File: src/rtl/fifo_serial_tx_pkg.sv
// Shared types and defaults for the FIFO read-side serial transmitter.
package fifo_serial_tx_pkg;

  typedef enum logic [2:0] {
    IDLE,
    POP,
    LOAD,
    SHIFT,
    GAP
  } state_t;

  localparam int DEF_DATA_W  = 32;
  localparam int DEF_CLK_DIV = 4;
  localparam int WC_W        = 16;

endpackage

File: src/rtl/fifo_serial_tx_if.sv
// FIFO read port plus framed serial link; master is the transmitter side.
interface fifo_serial_tx_if
  import fifo_serial_tx_pkg::*;
#(
  parameter int DATA_W = DEF_DATA_W
) ();

  logic              fifo_empty;
  logic              fifo_rd;
  logic [DATA_W-1:0] fifo_data;
  logic              tx_sclk;
  logic              tx_sdata;
  logic              tx_frame;
  logic              busy;
  logic [WC_W-1:0]   word_count;

  modport master (
    input  fifo_empty,
    input  fifo_data,
    output fifo_rd,
    output tx_sclk,
    output tx_sdata,
    output tx_frame,
    output busy,
    output word_count
  );

  modport slave (
    output fifo_empty,
    output fifo_data,
    input  fifo_rd,
    input  tx_sclk,
    input  tx_sdata,
    input  tx_frame,
    input  busy,
    input  word_count
  );

endinterface

File: src/rtl/fifo_serial_tx_bit_tick_gen.sv
// Bit timing for the serial link: divides Clk by CLK_DIV into bit-start,
// half-bit and bit-end strobes while enabled.
module bit_tick_gen #(
  parameter int CLK_DIV = 4
) (
  input  logic Clk,
  input  logic Rst,
  input  logic en,
  output logic bit_start,
  output logic half_bit,
  output logic bit_end
);

  localparam int CW = $clog2(CLK_DIV);

  logic [CW-1:0] phase;

  always_ff @(posedge Clk or negedge Rst) begin
    if (!Rst) begin
      phase <= '0;
    end else if (en) begin
      if (phase == CW'(CLK_DIV - 1)) phase <= '0;
      else                           phase <= phase + 1'b1;
    end
  end

  assign bit_start = en && (phase == '0);
  assign half_bit  = en && (phase == CW'(CLK_DIV / 2 - 1));
  assign bit_end   = en && (phase == CW'(CLK_DIV - 1));

endmodule

File: src/rtl/fifo_serial_tx.sv
// Drains the FIFO one word at a time and shifts it out MSB-first on a framed
// serial link. Define FIFO_SERIAL_TX_PARITY_EN to append an even-parity bit.
module fifo_serial_tx
  import fifo_serial_tx_pkg::*;
#(
  parameter int DATA_W  = DEF_DATA_W,
  parameter int CLK_DIV = DEF_CLK_DIV
) (
  input  logic             Clk,
  input  logic             Rst,
  input  logic             EN,
  fifo_serial_tx_if.master bus
);

`ifdef FIFO_SERIAL_TX_PARITY_EN
  localparam int NBITS = DATA_W + 1;
`else
  localparam int NBITS = DATA_W;
`endif
  localparam int BCW = $clog2(NBITS);

  state_t            state;
  logic              rd_q;
  logic              sclk_q;
  logic              sdata_q;
  logic              frame_q;
  logic              busy_q;
  logic [WC_W-1:0]   wcount;
  logic [DATA_W-1:0] shreg;
  logic [BCW-1:0]    bit_cnt;
`ifdef FIFO_SERIAL_TX_PARITY_EN
  logic              parity;
`endif

  logic run;
  logic bit_start;
  logic half_bit;
  logic bit_end;
  logic last_bit;
  logic next_bit;

  assign run = EN && (state == SHIFT || state == GAP);

  bit_tick_gen #(.CLK_DIV(CLK_DIV)) u_tick (
    .Clk       (Clk),
    .Rst       (Rst),
    .en        (run),
    .bit_start (bit_start),
    .half_bit  (half_bit),
    .bit_end   (bit_end)
  );

  assign last_bit = (bit_cnt == BCW'(NBITS - 1));
`ifdef FIFO_SERIAL_TX_PARITY_EN
  assign next_bit = (bit_cnt == BCW'(DATA_W - 1)) ? parity : shreg[DATA_W-2];
`else
  assign next_bit = shreg[DATA_W-2];
`endif

  always_ff @(posedge Clk or negedge Rst) begin
    if (!Rst) begin
      state   <= IDLE;
      rd_q    <= 1'b0;
      sclk_q  <= 1'b0;
      sdata_q <= 1'b0;
      frame_q <= 1'b0;
      busy_q  <= 1'b0;
      wcount  <= '0;
      shreg   <= '0;
      bit_cnt <= '0;
`ifdef FIFO_SERIAL_TX_PARITY_EN
      parity  <= 1'b0;
`endif
    end else if (EN) begin
      case (state)
        IDLE: begin
          if (!bus.fifo_empty) begin
            state  <= POP;
            rd_q   <= 1'b1;
            busy_q <= 1'b1;
          end
        end
        POP: begin
          state <= LOAD;
          rd_q  <= 1'b0;
        end
        LOAD: begin
          shreg   <= bus.fifo_data;
`ifdef FIFO_SERIAL_TX_PARITY_EN
          parity  <= ^bus.fifo_data;
`endif
          sdata_q <= bus.fifo_data[DATA_W-1];
          frame_q <= 1'b1;
          bit_cnt <= '0;
          state   <= SHIFT;
        end
        SHIFT: begin
          if (half_bit) sclk_q <= 1'b1;
          if (bit_end) begin
            sclk_q <= 1'b0;
            if (last_bit) begin
              state   <= GAP;
              frame_q <= 1'b0;
              sdata_q <= 1'b0;
              bit_cnt <= '0;
              wcount  <= wcount + 1'b1;
            end else begin
              bit_cnt <= bit_cnt + 1'b1;
              sdata_q <= next_bit;
              shreg   <= {shreg[DATA_W-2:0], 1'b0};
            end
          end
        end
        GAP: begin
          if (bit_end) begin
            if (!bus.fifo_empty) begin
              state <= POP;
              rd_q  <= 1'b1;
            end else begin
              state  <= IDLE;
              busy_q <= 1'b0;
            end
          end
        end
        default: state <= IDLE;
      endcase
    end
  end

  // A pop deferred by EN=0 stays pending in rd_q and fires when EN returns.
  assign bus.fifo_rd    = rd_q & EN;
  assign bus.tx_sclk    = sclk_q;
  assign bus.tx_sdata   = sdata_q;
  assign bus.tx_frame   = frame_q;
  assign bus.busy       = busy_q;
  assign bus.word_count = wcount;

  a_sclk_low_at_bit_start: assert property (
    @(posedge Clk) disable iff (!Rst) (state == SHIFT && bit_start) |-> !sclk_q
  );

endmodule

File: src/flat_wrapper.sv
// flat-port wrapper written by rule: the top's interface ports become plain ports
module fifo_serial_tx_flat import fifo_serial_tx_pkg::*;
#(
  parameter int DATA_W  = DEF_DATA_W,
  parameter int CLK_DIV = DEF_CLK_DIV
)
  (Clk, Rst, EN, bus_fifo_empty, bus_fifo_data, bus_fifo_rd, bus_tx_sclk, bus_tx_sdata, bus_tx_frame, bus_busy, bus_word_count);
  fifo_serial_tx_if #(.DATA_W(DATA_W)) bus_i ();
  input  logic Clk;
  input  logic Rst;
  input  logic EN;
  input wire logic [$bits(bus_i.fifo_empty)-1:0] bus_fifo_empty;
  input wire logic [$bits(bus_i.fifo_data)-1:0] bus_fifo_data;
  output wire logic [$bits(bus_i.fifo_rd)-1:0] bus_fifo_rd;
  output wire logic [$bits(bus_i.tx_sclk)-1:0] bus_tx_sclk;
  output wire logic [$bits(bus_i.tx_sdata)-1:0] bus_tx_sdata;
  output wire logic [$bits(bus_i.tx_frame)-1:0] bus_tx_frame;
  output wire logic [$bits(bus_i.busy)-1:0] bus_busy;
  output wire logic [$bits(bus_i.word_count)-1:0] bus_word_count;
  assign bus_i.fifo_empty = bus_fifo_empty;
  assign bus_i.fifo_data = bus_fifo_data;
  assign bus_fifo_rd = bus_i.fifo_rd;
  assign bus_tx_sclk = bus_i.tx_sclk;
  assign bus_tx_sdata = bus_i.tx_sdata;
  assign bus_tx_frame = bus_i.tx_frame;
  assign bus_busy = bus_i.busy;
  assign bus_word_count = bus_i.word_count;
  fifo_serial_tx #(.DATA_W(DATA_W), .CLK_DIV(CLK_DIV)) u_core (.Clk(Clk), .Rst(Rst), .EN(EN), .bus(bus_i));
endmodule
File: config.mk
export PLATFORM = sky130hd
export DESIGN_NAME = fifo_serial_tx_flat
export DESIGN_NICKNAME = d
export VERILOG_FILES = /design/src/rtl/fifo_serial_tx_pkg.sv /design/src/rtl/fifo_serial_tx_if.sv /design/src/rtl/fifo_serial_tx_bit_tick_gen.sv /design/src/rtl/fifo_serial_tx.sv /design/src/flat_wrapper.sv
export SDC_FILE = /design/constraint.sdc
export NUM_CORES = 1
export LEC_CHECK = 0
export CAP_MARGIN = 20
export CORE_MARGIN = 2
export CORE_UTILIZATION = 40
export CTS_BUF_LIST = sky130_fd_sc_hd__clkbuf_8 sky130_fd_sc_hd__clkbuf_16
export DETAILED_ROUTE_END_ITERATION = 7
export GPL_ROUTABILITY_DRIVEN = 0
export GPL_TIMING_DRIVEN = 0
export PLACE_DENSITY_LB_ADDON = 0.1
export SYNTH_ARGS = -nofsm -noshare
export SYNTH_HDL_FRONTEND = slang
export SYNTH_SLANG_ARGS = --single-unit
File: constraint.sdc
create_clock -name Clk -period 2.4 [get_ports Clk]
set_input_delay 0.24 -clock Clk [delete_from_list [all_inputs] [get_ports Clk]]
set_output_delay 0.24 -clock Clk [all_outputs]
set_load 0.02 [all_outputs]
==> run summary <==
### Power and ir drop
- Clk network pwr share: 0.192
- Pleak: 1.68 nW
- Peak supply drop: 0.416 mV
- power density of the placed cells: 1100 nW/um^2
- sequential fraction of design power: 0.383
- Internal Pwr Total: 2.50 mW
- part of the total power dissipated in combinational logic: 0.425
- switching power summed over all nets: 1.70 mW
- net switching fraction of the power: 0.405

### Synth
- Cell Area, Synth: 2950 um^2
- leading cell types by total area after synthesis: dfrtp_1 (53%), nand2_1 (9.7%), a31oi_1 (7.0%)
- count of distinct cell types in the synthesized netlist: 34
- Synth Register Bits: 62
- Synth top area share: 0.527
- adder and majority cell fraction of the synthesized area: 0.0212
- average cell area after synthesis: 9.06 um^2
- share of the synthesized area in compound gates (AO/OA/AOI/OAI): 0.137
- sequential fraction of the synthesis area: 0.527
- number of nets produced by synthesis: 366
- multiplexer share of the synthesized area: 0.00382
- most area-hungry cell type in the Yosys netlist: dfrtp_1
- area share of xor/xnor cells in the synthesized design: 0.0446
- simple-gate share of the synthesized area: 0.231
- warnings from Yosys: 0
- dominant combinational cell family by area after synthesis: simple AND/OR/NAND/NOR gates
- post-synthesis instance total: 325

### Timing
- Post-Route Setup TNS: 0 ns
- clock skew: 0.00655 ns
- Pins Over Slew Limit: 0
- number of failing hold endpoints at the final stage: 22
- minimum period implied by the final worst setup slack: 2.20 ns
- final hold slack: -0.0132 ns
- final cycle utilization of the critical path: 0.918
- Final WS setup: 0.197 ns
- final-report setup violation count: 0
- worst rel slew slack: 0.479
- max frequency: 454 MHz
- Worst Tran Pin Value: 0.781 ns
- RSZ-0062 raised after global routing: false

### Critical path
- critical path cell sequence: ha_1 -> and3_1 -> ha_1 -> nand2b_1 -> a21oi_2 -> clkbuf_2 -> nor2_1 -> a31oi_1
- master of the slowest instance on the critical path: dfrtp_1
- timing endpoint of the critical path: u_core.shreg[29]$_DFFE_PN0P_
- endpoint class of the critical path: register
- Critical path buffers and inverters: 1
- dominant delay contributor by cell family on the critical path: adder cells
- Req. time, crit path: 2.65 ns
- setup slack, reg-to-reg: 0.20 ns
- CP dominant cell by count: ha_1
- Worst Reg-to-Reg Cells: 8
- highest fanout seen on the critical path: 10
- kind of start point of the critical path: register
- origin of the worst setup path: u_core.bit_cnt[0]$_DFFE_PN0P_
- data arrival time of the critical path: 2.45 ns
- peak per-stage delay on the critical path: 0.41 ns
- critical path type: reg2reg
- number of stages on the worst setup path: 8
- worst flop-to-flop path startpoint: u_core.bit_cnt[0]$_DFFE_PN0P_
- end of the worst register-to-register path: u_core.shreg[29]$_DFFE_PN0P_

### CTS
- clock network latency to the later pin of the worst-skew pair: 0.33 ns
- CTS HTree Levels: 3
- Reg clk slew, reported paths: 0.07 ns
- number of hold-repair buffers added at the cts stage: 0
- clock tree from TritonCTS: yes
- cts bufs inserted: 9
- CTS sink cnt: 62
- buffer depth of the longest clock path: 2
- Clock Tree Root: clkbuf_8

### Finish
- leading cell types in the layout, fill and taps excluded: nand2_1 (76), dfrtp_1 (62), clkdlybuf4s50_1 (55)
- fraction of layout cells with a size suffix above 1: 0.0884
- most common library cell in the layout ignoring fill and taps: nand2_1
- Diodes inserted: 0
- nets: 433
- signed area change from the synthesized netlist to the final layout: 29.3%
- fin area: 3810 um^2
- Layout Cells excl Fill: 495

### Global routing
- total track usage: 0.163
- global-route wire length before repair: 10700 um
- number of antenna violations at the first check in global routing: 0
- global route overflow: 0
- pin count of the biggest net entering global routing: 63
- number of global-route vias before repair: 2321

### Run
- Max-cap violations: 0

### Routing
- detailed-routing iteration count for the pre-antenna-repair pass: 5
- met3 wire length: 276 um
- number of nets with antenna violations after routing: 0
- highest routing layer actually used: met4
- mean routed wirelength per cell: 12.9 um
- drt initial violations: 93
- final WL: 6390 um
- WL met1: 3050 um
- overall via count from detail_route: 2493
- number of remaining DRC errors: 0
- routed wire length on met2: 3000 um
- drt via density: 5.04

### Hold path
- type of the worst min-delay path: in2async

### Run status
- run status: finished, violations left
- failing checks: negative hold slack

### Floorplanning
- Top-Level Pins: 57
- area of the core region: 7180 um^2
- horizontal extent of the die: 89.8 um
- row cnt: 31
- DIE AREA: 8070 um^2
- initial core utilization: 0.410
- Die Ht: 89.8 um

### Place
- placed cell count: 480
- area after detailed placement: 3630 um^2
- worst-case setup slack after placement: 0.0990 ns
- hpwl dp: 4310 um
- port bufs: 56

per-stage QoR:
step                power (mW)   util
global placement          3.36  0.506
global route              4.59  0.531
CTS                       4.24  0.530
detailed placement        3.41  0.505
floorplan                 2.89      -
finish                    4.21  0.531
power by group through the flow:
stage,combinational (mW),clock [mW],sequential (mW)
2_1_floorplan,1.28,0,1.60
3_3_place_gp,1.74,0,1.62
3_5_place_dp,1.79,0,1.63
4_1_cts,1.79,0.836,1.61
5_1_grt,2.05,0.886,1.66
6_report,1.79,0.808,1.61
cells in the mapped netlist, drive strengths merged:
cell type and count:
nor3b 2, and4 2, inv 6, or3b 1, ha 5, and2 2
nor2 36, a31oi 33, nor3 3, o31a 1, o22a 1, nor4b 1
nand3b 3, a21oi 8, nand2 76, buf 7, o21ai 13, xor2 3
clkbuf 13, mux2 1, and3 5, o22ai 4, a21o 3, o31ai 3
xnor2 12, nand3 9, or3 1, nand4 4, nand2b 5, dfrtp 62
repair_timing:
action                     in CTS  in global routing
buffers inserted                0                  0
resized for setup               0                 12
setup endpoints to repair       0                 31
flip-flops by register name (all words and copies together), names as in the netlist:
name                   cells
u_core.state               3
u_core.u_tick.phase        2
u_core.bus.tx_sclk         1
u_core.bus.tx_sdata        1
u_core.bus.busy            1
u_core.rd_q                1
u_core.bus.tx_frame        1
u_core.bit_cnt             5
u_core.shreg              31
u_core.bus.word_count     16
worst min-delay path by stage:
| stage | from | endpoint | slack [ns] | cells after the start |
|---|---|---|---|---|
| 5_1_grt | Rst | u_core.bus.tx_sclk$_DFFE_PN0P_ | 0.05 | 1 |
| 3_5_place_dp | Rst | u_core.rd_q$_DFFE_PN0P_ | 0.38 | 1 |
| 4_1_cts | Rst | u_core.bus.tx_sclk$_DFFE_PN0P_ | 0.02 | 1 |
| 2_1_floorplan | Rst | u_core.bit_cnt[0]$_DFFE_PN0P_ | -0.06 | 0 |
| 6_report | Rst | u_core.state[0]$_DFFE_PN0P_ | -0.01 | 1 |
| 3_3_place_gp | u_core.bus.word_count[15]$_DFFE_PN0P_ | u_core.bus.word_count[15]$_DFFE_PN0P_ | 0.46 | 1 |
cell type report:
cell class	count	area [um^2]
inverter	6	22.5
sequential	62	1550
timing repair buffer	56	558
clock buffer	11	151
multi-input combinational	237	1290
buffer	20	91.3
clock inverter	4	22.5
tap	99	124
fill	700	3370
worst reg2reg max path, delay by kind of cell (launching register included):
kind	cells	cell delay, ns
compound gates	2	0.45
fa+ha+maj	2	0.51
buf+inv	1	0.30
flops	1	0.41
simple gates	3	0.45
layer usage:
metal	GRT usage	vias up
met2	0.264	55
met5	0	-
met3	0.0444	6
met1	0.215	1185
met4	0.0500	0
li1	-	1247
logic make-up (layout without fill, tap and decap cells):
kind of cell	Yosys count	count (layout)
DFF	62	62
and+or+nand+nor	150	150
adders and majority gates	5	5
muxes	1	1
AOI/OAI and AO/OA	66	66
buffers and inverters	26	97
xor gates and xnor gates	15	15
(Power assumes the default switching activity.)
